--- config.mk ---
export PLATFORM = sky130hd
export DESIGN_NAME = pc_stack_seq_flat
export DESIGN_NICKNAME = d
export VERILOG_FILES = /design/src/rtl/pc_stack_seq_if.sv /design/src/rtl/pc_stack_seq.sv /design/src/flat_wrapper.sv
export SDC_FILE = /design/constraint.sdc
export NUM_CORES = 1
export LEC_CHECK = 0
export BUFFER_PORTS_ARGS = -buffer_cell sky130_fd_sc_hd__clkbuf_2
export CAP_MARGIN = 20
export CORE_MARGIN = 10
export CORE_UTILIZATION = 60
export DETAILED_ROUTE_END_ITERATION = 16
export GPL_TIMING_DRIVEN = 0
export PLACE_DENSITY = 0.83
export SLEW_MARGIN = 40
export SYNTH_ARGS = -nofsm -noshare
export SYNTH_HDL_FRONTEND = slang
export SYNTH_SLANG_ARGS = --single-unit
--- constraint.sdc ---
create_clock -name clk -period 6.9 [get_ports clk]
set_input_delay 1.38 -clock clk [delete_from_list [all_inputs] [get_ports clk]]
set_output_delay 1.38 -clock clk [all_outputs]
set_load 0.05 [all_outputs]
--- src/rtl/pc_stack_seq_if.sv ---
// Bus between the decoder and the program counter / return-address stack.
// The decoder side (master) drives the control pulses and the branch field.
// The PC side (slave) returns the program address and the stack status.
interface pc_stack_seq_if #(
  parameter int P = 6,
  parameter int D = 4
);
  localparam int SW = $clog2(D + 1);

  logic          stall;
  logic          pc_incr;
  logic          pc_rel;
  logic          pc_abs;
  logic          pc_call;
  logic          pc_ret;
  logic [P-1:0]  branch_addr;
  logic [P-1:0]  pcout;
  logic [SW-1:0] sp_level;
  logic          stack_full;
  logic          stack_empty;
  logic          stack_err;

  modport master (
    output stall, pc_incr, pc_rel, pc_abs, pc_call, pc_ret, branch_addr,
    input  pcout, sp_level, stack_full, stack_empty, stack_err
  );

  modport slave (
    input  stall, pc_incr, pc_rel, pc_abs, pc_call, pc_ret, branch_addr,
    output pcout, sp_level, stack_full, stack_empty, stack_err
  );
endinterface

--- src/rtl/pc_stack_seq.sv ---
// Program counter with a hardware return-address stack (strict LIFO).
// It supports increment, signed relative branch, absolute branch, call and return.
// Stack overflow and underflow set a sticky error flag, and only reset clears it.
// Optional build macro PC_STACK_TRAP_EN: a stack fault redirects the PC to TRAP_ADDR.
// Without the macro, a faulting call still jumps to branch_addr,
// and a faulting return falls through to pc+1.
module pc_stack_seq #(
  parameter int           P          = 6,
  parameter int           D          = 4,
  parameter logic [P-1:0] RESET_ADDR = '0,
  parameter logic [P-1:0] TRAP_ADDR  = {P{1'b1}}
) (
  input logic            clk,
  input logic            reset,
  pc_stack_seq_if.slave  bus
);

  localparam int SW = $clog2(D + 1);
  localparam int AW = (D > 1) ? $clog2(D) : 1;
  localparam logic [SW-1:0] SP_ONE  = SW'(1);
  localparam logic [SW-1:0] SP_FULL = SW'(D);

`ifdef PC_STACK_TRAP_EN
  localparam bit TRAP_EN = 1'b1;
`else
  localparam bit TRAP_EN = 1'b0;
`endif

  logic [P-1:0]  pc_q, pc_d;
  logic [SW-1:0] sp_q, sp_d;
  logic          err_q, err_d;
  logic [P-1:0]  stack_q [D];
  logic [P-1:0]  stack_d [D];

  logic [P-1:0]  pc_inc;
  logic [SW-1:0] sp_dec;
  logic [AW-1:0] push_idx;
  logic [AW-1:0] pop_idx;
  logic          full;
  logic          empty;

  assign pc_inc   = pc_q + P'(1);
  assign sp_dec   = sp_q - SP_ONE;
  // sp_q < D whenever these are used, so the truncation to AW bits is lossless.
  assign push_idx = sp_q[AW-1:0];
  assign pop_idx  = sp_dec[AW-1:0];
  assign full     = (sp_q == SP_FULL);
  assign empty    = (sp_q == '0);

  // Next-state selection. Stall freezes everything.
  // Among the controls, return beats call, call beats absolute, absolute beats relative,
  // and relative beats increment.
  always_comb begin
    pc_d    = pc_q;
    sp_d    = sp_q;
    err_d   = err_q;
    stack_d = stack_q;
    if (!bus.stall) begin
      if (bus.pc_ret) begin
        if (empty) begin
          err_d = 1'b1;
          pc_d  = TRAP_EN ? TRAP_ADDR : pc_inc;
        end else begin
          pc_d = stack_q[pop_idx];
          sp_d = sp_dec;
        end
      end else if (bus.pc_call) begin
        if (full) begin
          err_d = 1'b1;
          pc_d  = TRAP_EN ? TRAP_ADDR : bus.branch_addr;
        end else begin
          stack_d[push_idx] = pc_inc;
          sp_d              = sp_q + SP_ONE;
          pc_d              = bus.branch_addr;
        end
      end else if (bus.pc_abs) begin
        pc_d = bus.branch_addr;
      end else if (bus.pc_rel) begin
        // The offset and the PC have the same width, so a plain modulo-2^P add
        // already treats branch_addr as a sign-extended two's-complement offset.
        pc_d = pc_q + bus.branch_addr;
      end else if (bus.pc_incr) begin
        pc_d = pc_inc;
      end
    end
  end

  // PC, stack pointer and sticky error register. Reset overrides stall.
  always_ff @(posedge clk) begin
    if (reset) begin
      pc_q  <= RESET_ADDR;
      sp_q  <= '0;
      err_q <= 1'b0;
    end else begin
      pc_q  <= pc_d;
      sp_q  <= sp_d;
      err_q <= err_d;
    end
  end

  // Stack storage. The contents are don't-care after reset, so reset does not touch them.
  always_ff @(posedge clk) begin
    stack_q <= stack_d;
  end

  assign bus.pcout       = pc_q;
  assign bus.sp_level    = sp_q;
  assign bus.stack_full  = full;
  assign bus.stack_empty = empty;
  assign bus.stack_err   = err_q;

endmodule
--- src/flat_wrapper.sv ---
// flat-port wrapper written by rule: the top's interface ports become plain ports
module pc_stack_seq_flat 
#(
  parameter int           P          = 6,
  parameter int           D          = 4,
  parameter logic [P-1:0] RESET_ADDR = '0,
  parameter logic [P-1:0] TRAP_ADDR  = {P{1'b1}}
)
  (clk, reset, bus_stall, bus_pc_incr, bus_pc_rel, bus_pc_abs, bus_pc_call, bus_pc_ret, bus_branch_addr, bus_pcout, bus_sp_level, bus_stack_full, bus_stack_empty, bus_stack_err);
  pc_stack_seq_if #(.P(P), .D(D)) bus_i ();
  input logic clk;
  input logic reset;
  input wire logic [$bits(bus_i.stall)-1:0] bus_stall;
  input wire logic [$bits(bus_i.pc_incr)-1:0] bus_pc_incr;
  input wire logic [$bits(bus_i.pc_rel)-1:0] bus_pc_rel;
  input wire logic [$bits(bus_i.pc_abs)-1:0] bus_pc_abs;
  input wire logic [$bits(bus_i.pc_call)-1:0] bus_pc_call;
  input wire logic [$bits(bus_i.pc_ret)-1:0] bus_pc_ret;
  input wire logic [$bits(bus_i.branch_addr)-1:0] bus_branch_addr;
  output wire logic [$bits(bus_i.pcout)-1:0] bus_pcout;
  output wire logic [$bits(bus_i.sp_level)-1:0] bus_sp_level;
  output wire logic [$bits(bus_i.stack_full)-1:0] bus_stack_full;
  output wire logic [$bits(bus_i.stack_empty)-1:0] bus_stack_empty;
  output wire logic [$bits(bus_i.stack_err)-1:0] bus_stack_err;
  assign bus_i.stall = bus_stall;
  assign bus_i.pc_incr = bus_pc_incr;
  assign bus_i.pc_rel = bus_pc_rel;
  assign bus_i.pc_abs = bus_pc_abs;
  assign bus_i.pc_call = bus_pc_call;
  assign bus_i.pc_ret = bus_pc_ret;
  assign bus_i.branch_addr = bus_branch_addr;
  assign bus_pcout = bus_i.pcout;
  assign bus_sp_level = bus_i.sp_level;
  assign bus_stack_full = bus_i.stack_full;
  assign bus_stack_empty = bus_i.stack_empty;
  assign bus_stack_err = bus_i.stack_err;
  pc_stack_seq #(.P(P), .D(D), .RESET_ADDR(RESET_ADDR), .TRAP_ADDR(TRAP_ADDR)) u_core (.clk(clk), .reset(reset), .bus(bus_i));
endmodule
# ---- Word level (Yosys, flattened, before mapping)
# Index checks and enable logic that the tools add are counted.
dict set report word_totals {
  word_cells 52
  register_bits 34
  output_inout_bits 12
}
dict set report op_classes {
  muxes 20
  addsub 4
  bitwise 5
  reduce_logical 9
  n_lt_le_gt_ge 3
  eq_ne 4
}
# operator count
set ops {}
lappend ops {{$mux W6} 9}
lappend ops {{$bwmux W24} 1}
lappend ops {{$bmux W6 S2} 1}
lappend ops {{$demux W6 S2} 1}
lappend ops {{$mux W3} 4}
lappend ops {{$reduce_and A4 Y1} 3}
lappend ops {{$add A6 B1 Y6 const B} 1}
lappend ops {{$add A6 B6 Y6} 1}
lappend ops {{$ge A3 B3 Y1 const B} 2}
lappend ops {{$not A2 Y3} 2}
lappend ops {{$reduce_bool A5 Y1} 1}
lappend ops {{$mux W1} 4}
lappend ops {{$ne A2 B2 Y1 const B} 2}
lappend ops {{$reduce_bool A2 Y1} 2}
lappend ops {{$add A3 B1 Y3 const B} 1}
lappend ops {{$eq A3 B3 Y1 const B} 1}
lappend ops {{$logic_not A3 Y1} 1}
lappend ops {{$lt A3 B1 Y1 const B} 1}
lappend ops {{$not A1 Y1} 3}
lappend ops {{$sub A3 B1 Y3 const B} 1}
lappend ops {{$ne A2 B1 Y1 const B} 1}
lappend ops {{$reduce_and A2 Y1} 1}
lappend ops {{$logic_and A1 B1 Y1} 1}

# ---- Longest topological paths before layout
dict set report depth {
  ltp_word 7
  ltp_mapped 9
  ltp_nobuf 8
}

# ---- Worst setup path before layout
# No wires, ideal clock.
dict set report synth_timing {
  path_kind {input -> register}
  start {in bus_branch_addr[0]}
  end {reg u_core.pc_q[4], in the netlist u_core.bus.pcout[4]}
  t_arrival_ps 3023
  stages 8
  path_slack_ps 3786
  setup_ps 91
  cell_sequence {ha_1 -> inv_1 -> fa_1 -> nand2b_1 -> a21oi_2 -> mux2i_1 -> or4_1 -> a311oi_1}
}
dict set report synth_between {
  elab_chain_cells 5
}
# element line
set synth_lines {}
lappend synth_lines {{start: declaration} flat_wrapper.sv:19} ;# input wire logic [$bits(bus_i.branch_addr)-1:0] bus_branch_addr;
lappend synth_lines {{$add A6 B6 Y6} pc_stack_seq.sv:81} ;# pc_d = pc_q + bus.branch_addr;
lappend synth_lines {{$mux W6} pc_stack_seq.sv:78} ;# end else if (bus.pc_rel) begin
lappend synth_lines {{$mux W6} pc_stack_seq.sv:76} ;# end else if (bus.pc_abs) begin
lappend synth_lines {{$mux W6} pc_stack_seq.sv:67} ;# end else if (bus.pc_call) begin
lappend synth_lines {{$mux W6} pc_stack_seq.sv:59} ;# if (bus.pc_ret) begin
lappend synth_lines {{end signal: assignment} pc_stack_seq.sv:95} ;# pc_q <= pc_d;
lappend synth_lines {{end: declaration} pc_stack_seq.sv:29} ;# logic [P-1:0] pc_q, pc_d;
# Every way passes these cells.
# A chain may end at the register's enable or synchronous reset.

# ---- Final worst setup path
dict set report layout_timing {
  start {reg u_core.sp_q[0], in the netlist u_core.bus.sp_level[0]}
  end {out bus_stack_empty}
}
dict set report layout_between {
  elab_chain_cells 1
}
# element line
set layout_lines {}
lappend layout_lines {{start: declaration} pc_stack_seq.sv:30} ;# logic [SW-1:0] sp_q, sp_d;
lappend layout_lines {{start signal: assignment} pc_stack_seq.sv:96} ;# sp_q <= sp_d;
lappend layout_lines {{$logic_not A3 Y1} pc_stack_seq.sv:48} ;# assign empty = (sp_q == '0);
lappend layout_lines {{end: declaration} flat_wrapper.sv:23} ;# output wire logic [$bits(bus_i.stack_empty)-1:0] bus_stack_empty;
# Every way passes these cells.

==> results.json <==
{
  "finClkSkew_ns": 0.005829,
  "max_freq_ghz": 0.3028,
  "fp.dieW_um": 76.39,
  "min_path_type": "register to register",
  "ys_types": 38,
  "grt_pass1_wl_mm": 7.058,
  "antenna_found_initial": 0,
  "synthTopCellsByArea": "edfxtp_1, dfxtp_1, ha_1",
  "cts_resized": 0,
  "syn_nets": 198,
  "portBuffers": 23,
  "numCtsBuffers": 5,
  "powerDensity_mw_per_mm2": 222.5,
  "final.period_utilization": 0.4786,
  "ctsHoldBuffers": 0,
  "layout-drive-gt1-share": 0.2129,
  "rsz0062_at_grt": "false",
  "num_rows": 20,
  "mostFrequentLayoutCells": "edfxtp_1, clkbuf_2, nor2_1",
  "drt_pre_antenna_iters": 4,
  "dieArea_mm2": 0.005835,
  "drc": 0,
  "p_total_mw": 0.4743,
  "diodes": 0,
  "cts_root_buf": "clkbuf_4",
  "core_mm2": 0.003053,
  "syn_area_per_cell_um2": 11.16,
  "viasPerCell": 5.780,
  "final_antenna_net_count": 0,
  "crit_required_ns": 5.52,
  "io_pins": 26,
  "nFillCells": 247,
  "syn-instance-count": 171,
  "fin_tns_setup_ns": 0,
  "power.leakage_nw": 0.8342,
  "dp_hpwl_mm": 3.162,
  "p_clk_frac": 0.220,
  "tritoncts": "built",
  "synth-edff-count": 24,
  "netlist.area_leader.share": 0.3777,
  "crit_path_end_kind": "output port",
  "synthArstFlopShare": 0,
  "yosysSeqAreaShare": 0.4826,
  "netlist_area_mm2": 0.001908,
  "reg2regPathDepth": 8,
  "worstHoldPathCells": 2,
  "start_util": 0.6250,
  "dieHeight_um": 76.39,
  "routed_wl_mm": 3.985,
  "r2r_end": "u_core.bus.pcout[4]",
  "clockBufferDepth": 2,
  "clock-sinks": 34,
  "status": "complete, no violations",
  "nets": 228,
  "path_max_fanout": 8,
  "finalSetupViolCount": 0,
  "combPwrFrac": 0.279,
  "routabilityCongestion": 0.8531,
  "startpoint_type": "register",
  "postCtsSetupRepairBufs": 0,
  "hold_viol_final": 0,
  "drt_iter0_drc": 148,
  "yosysTopAreaCell": "edfxtp_1",
  "cts.htree.levels": 2,
  "maxCapViolCount": 0,
  "r2r-start": "u_core.bus.pcout[0]",
  "wl_per_cell_um": 16.20,
  "overflow": 0,
  "synth.yosys.warnings": 0,
  "worst_pin_slew_ns": 0.4899,
  "min_to": "u_core.bus.stack_err",
  "grt_max_degree": 12,
  "r2r_setup_slack_ns": 4.46,
  "clkTransAtPathRegs_ns": 0.10,
  "final_common_cell": "edfxtp_1",
  "period_minus_slack_ns": 3.302,
  "slew_headroom": 0.6734,
  "switching_share": 0.3350,
  "clkLatencyLatePin_ns": 0.32,
  "path_class": "register to output port",
  "synth-seq-cells": 34,
  "p_seq_frac": 0.502,
  "vias": 1422,
  "internal-power_mw": 0.3155,
  "synth_ff_type": "edfxtp_1",
  "worstHoldStart": "u_core.bus.stack_err",
  "synthToLayoutAreaGrowth_pct": 11.74,
  "p_switching_mw": 0.1589,
  "critPathArrivalTime_ns": 1.92,
  "final_core_util": 0.6984,
  "ir_drop_v": 0.0001349,
  "drv_slew": 0,
  "first_global_vias": 1532,
  "gr-usage-all-layers": 0.1467
}
-- state kept, by name (all words and copies together) (netlist names) --
signal,cells
u_core.bus.pcout,6
u_core.bus.sp_level,3
u_core.bus.stack_err,1
u_core.stack_q,24
-- routing by layer --
metal  up-vias  part of all wire  wire, µm  track usage
met5         -                 0         0            0
met4         0            0.0088        35      0.05204
met3         4             0.070       278      0.05189
met2        50              0.49      1944       0.2347
met1       684              0.43      1727       0.1779
li1        684                 -         -            -
-- synthesized netlist by cell type (2+ instances only) --
cell / instances
a211oi_1: 2
a21o_1: 3
a21oi_1: 11
a311oi_1: 4
and2_1: 4
buf_2: 3
clkbuf_1: 3
dfxtp_1: 10
edfxtp_1: 24
ha_1: 12
inv_1: 9
mux2i_1: 4
mux4_2: 6
nand2_1: 11
nand2b_1: 3
nand3_1: 5
nor2_1: 19
nor2b_1: 4
o211ai_1: 3
o21ai_0: 7
xnor2_1: 6
xor2_1: 2
-- cell families (layout without fill, tap and decap cells) --
logic type | Yosys count | after routing | share of synthesized area
compound gates | 34 | 34 | 0.1154
xor+xnor | 9 | 9 | 0.04525
fa+ha+maj | 13 | 13 | 0.08918
buf+inv | 16 | 47 | 0.03344
flops | 34 | 34 | 0.4826
mux | 10 | 10 | 0.09180
simple gates | 55 | 55 | 0.1423
-- critical path, cell delays in order, from the launching register on --
cell,delay (ns)
dfxtp_1,0.39
buf_2,0.28
inv_1,0.10
ha_1,0.24
ha_1,0.30
clkbuf_2,0.28
-- worst max path at each step --
stage	slack, ns	from	endpoint	cells after the start
final	3.60	u_core.bus.sp_level[0]	bus_stack_empty	5
after global routing	3.43	u_core.bus.sp_level[0]	bus_stack_empty	5
after CTS	3.55	u_core.bus.sp_level[0]	bus_stack_empty	5
after detailed placement	3.53	bus_branch_addr[0]	u_core.bus.pcout[4]	9
after global placement	3.60	bus_branch_addr[0]	u_core.bus.pcout[4]	9
after floorplan	3.79	bus_branch_addr[0]	u_core.bus.pcout[4]	8
-- power by group through the flow --
stage | clock, mW | combinational, mW | sequential (mW)
after floorplan | 0 | 0.0822 | 0.261
after global placement | 0 | 0.129 | 0.242
after detailed placement | 0 | 0.132 | 0.243
after CTS | 0.106 | 0.133 | 0.238
after global routing | 0.115 | 0.147 | 0.240
final | 0.104 | 0.132 | 0.238
-- stage by stage --
stage          worst slack, ns  cells  cell area [µm²]  hold slack [ns]
6_report                 3.598    246             2132           0.4988
5_1_grt                  3.433    246             2132           0.5289
4_1_cts                  3.554    246             2132           0.5057
3_5_place_dp             3.525    238             2078           0.4789
3_3_place_gp             3.595    238             2078           0.4645
2_1_floorplan            3.786    171             1908           0.6967
-- area by class of cell --
class / count / area (µm²) / area share
well taps: 44 / 55.05 / 0.02582
clock inverters: 3 / 16.27 / 0.007629
multi-input cells: 121 / 923.4 / 0.4331
repair buffers: 23 / 115.1 / 0.05399
flip-flops and latches: 34 / 920.9 / 0.4319
plain buffers: 7 / 30.03 / 0.01408
clock buffers: 5 / 37.54 / 0.01761
inverters: 9 / 33.78 / 0.01585
Note: power is estimated with default switching activity, not from simulation.
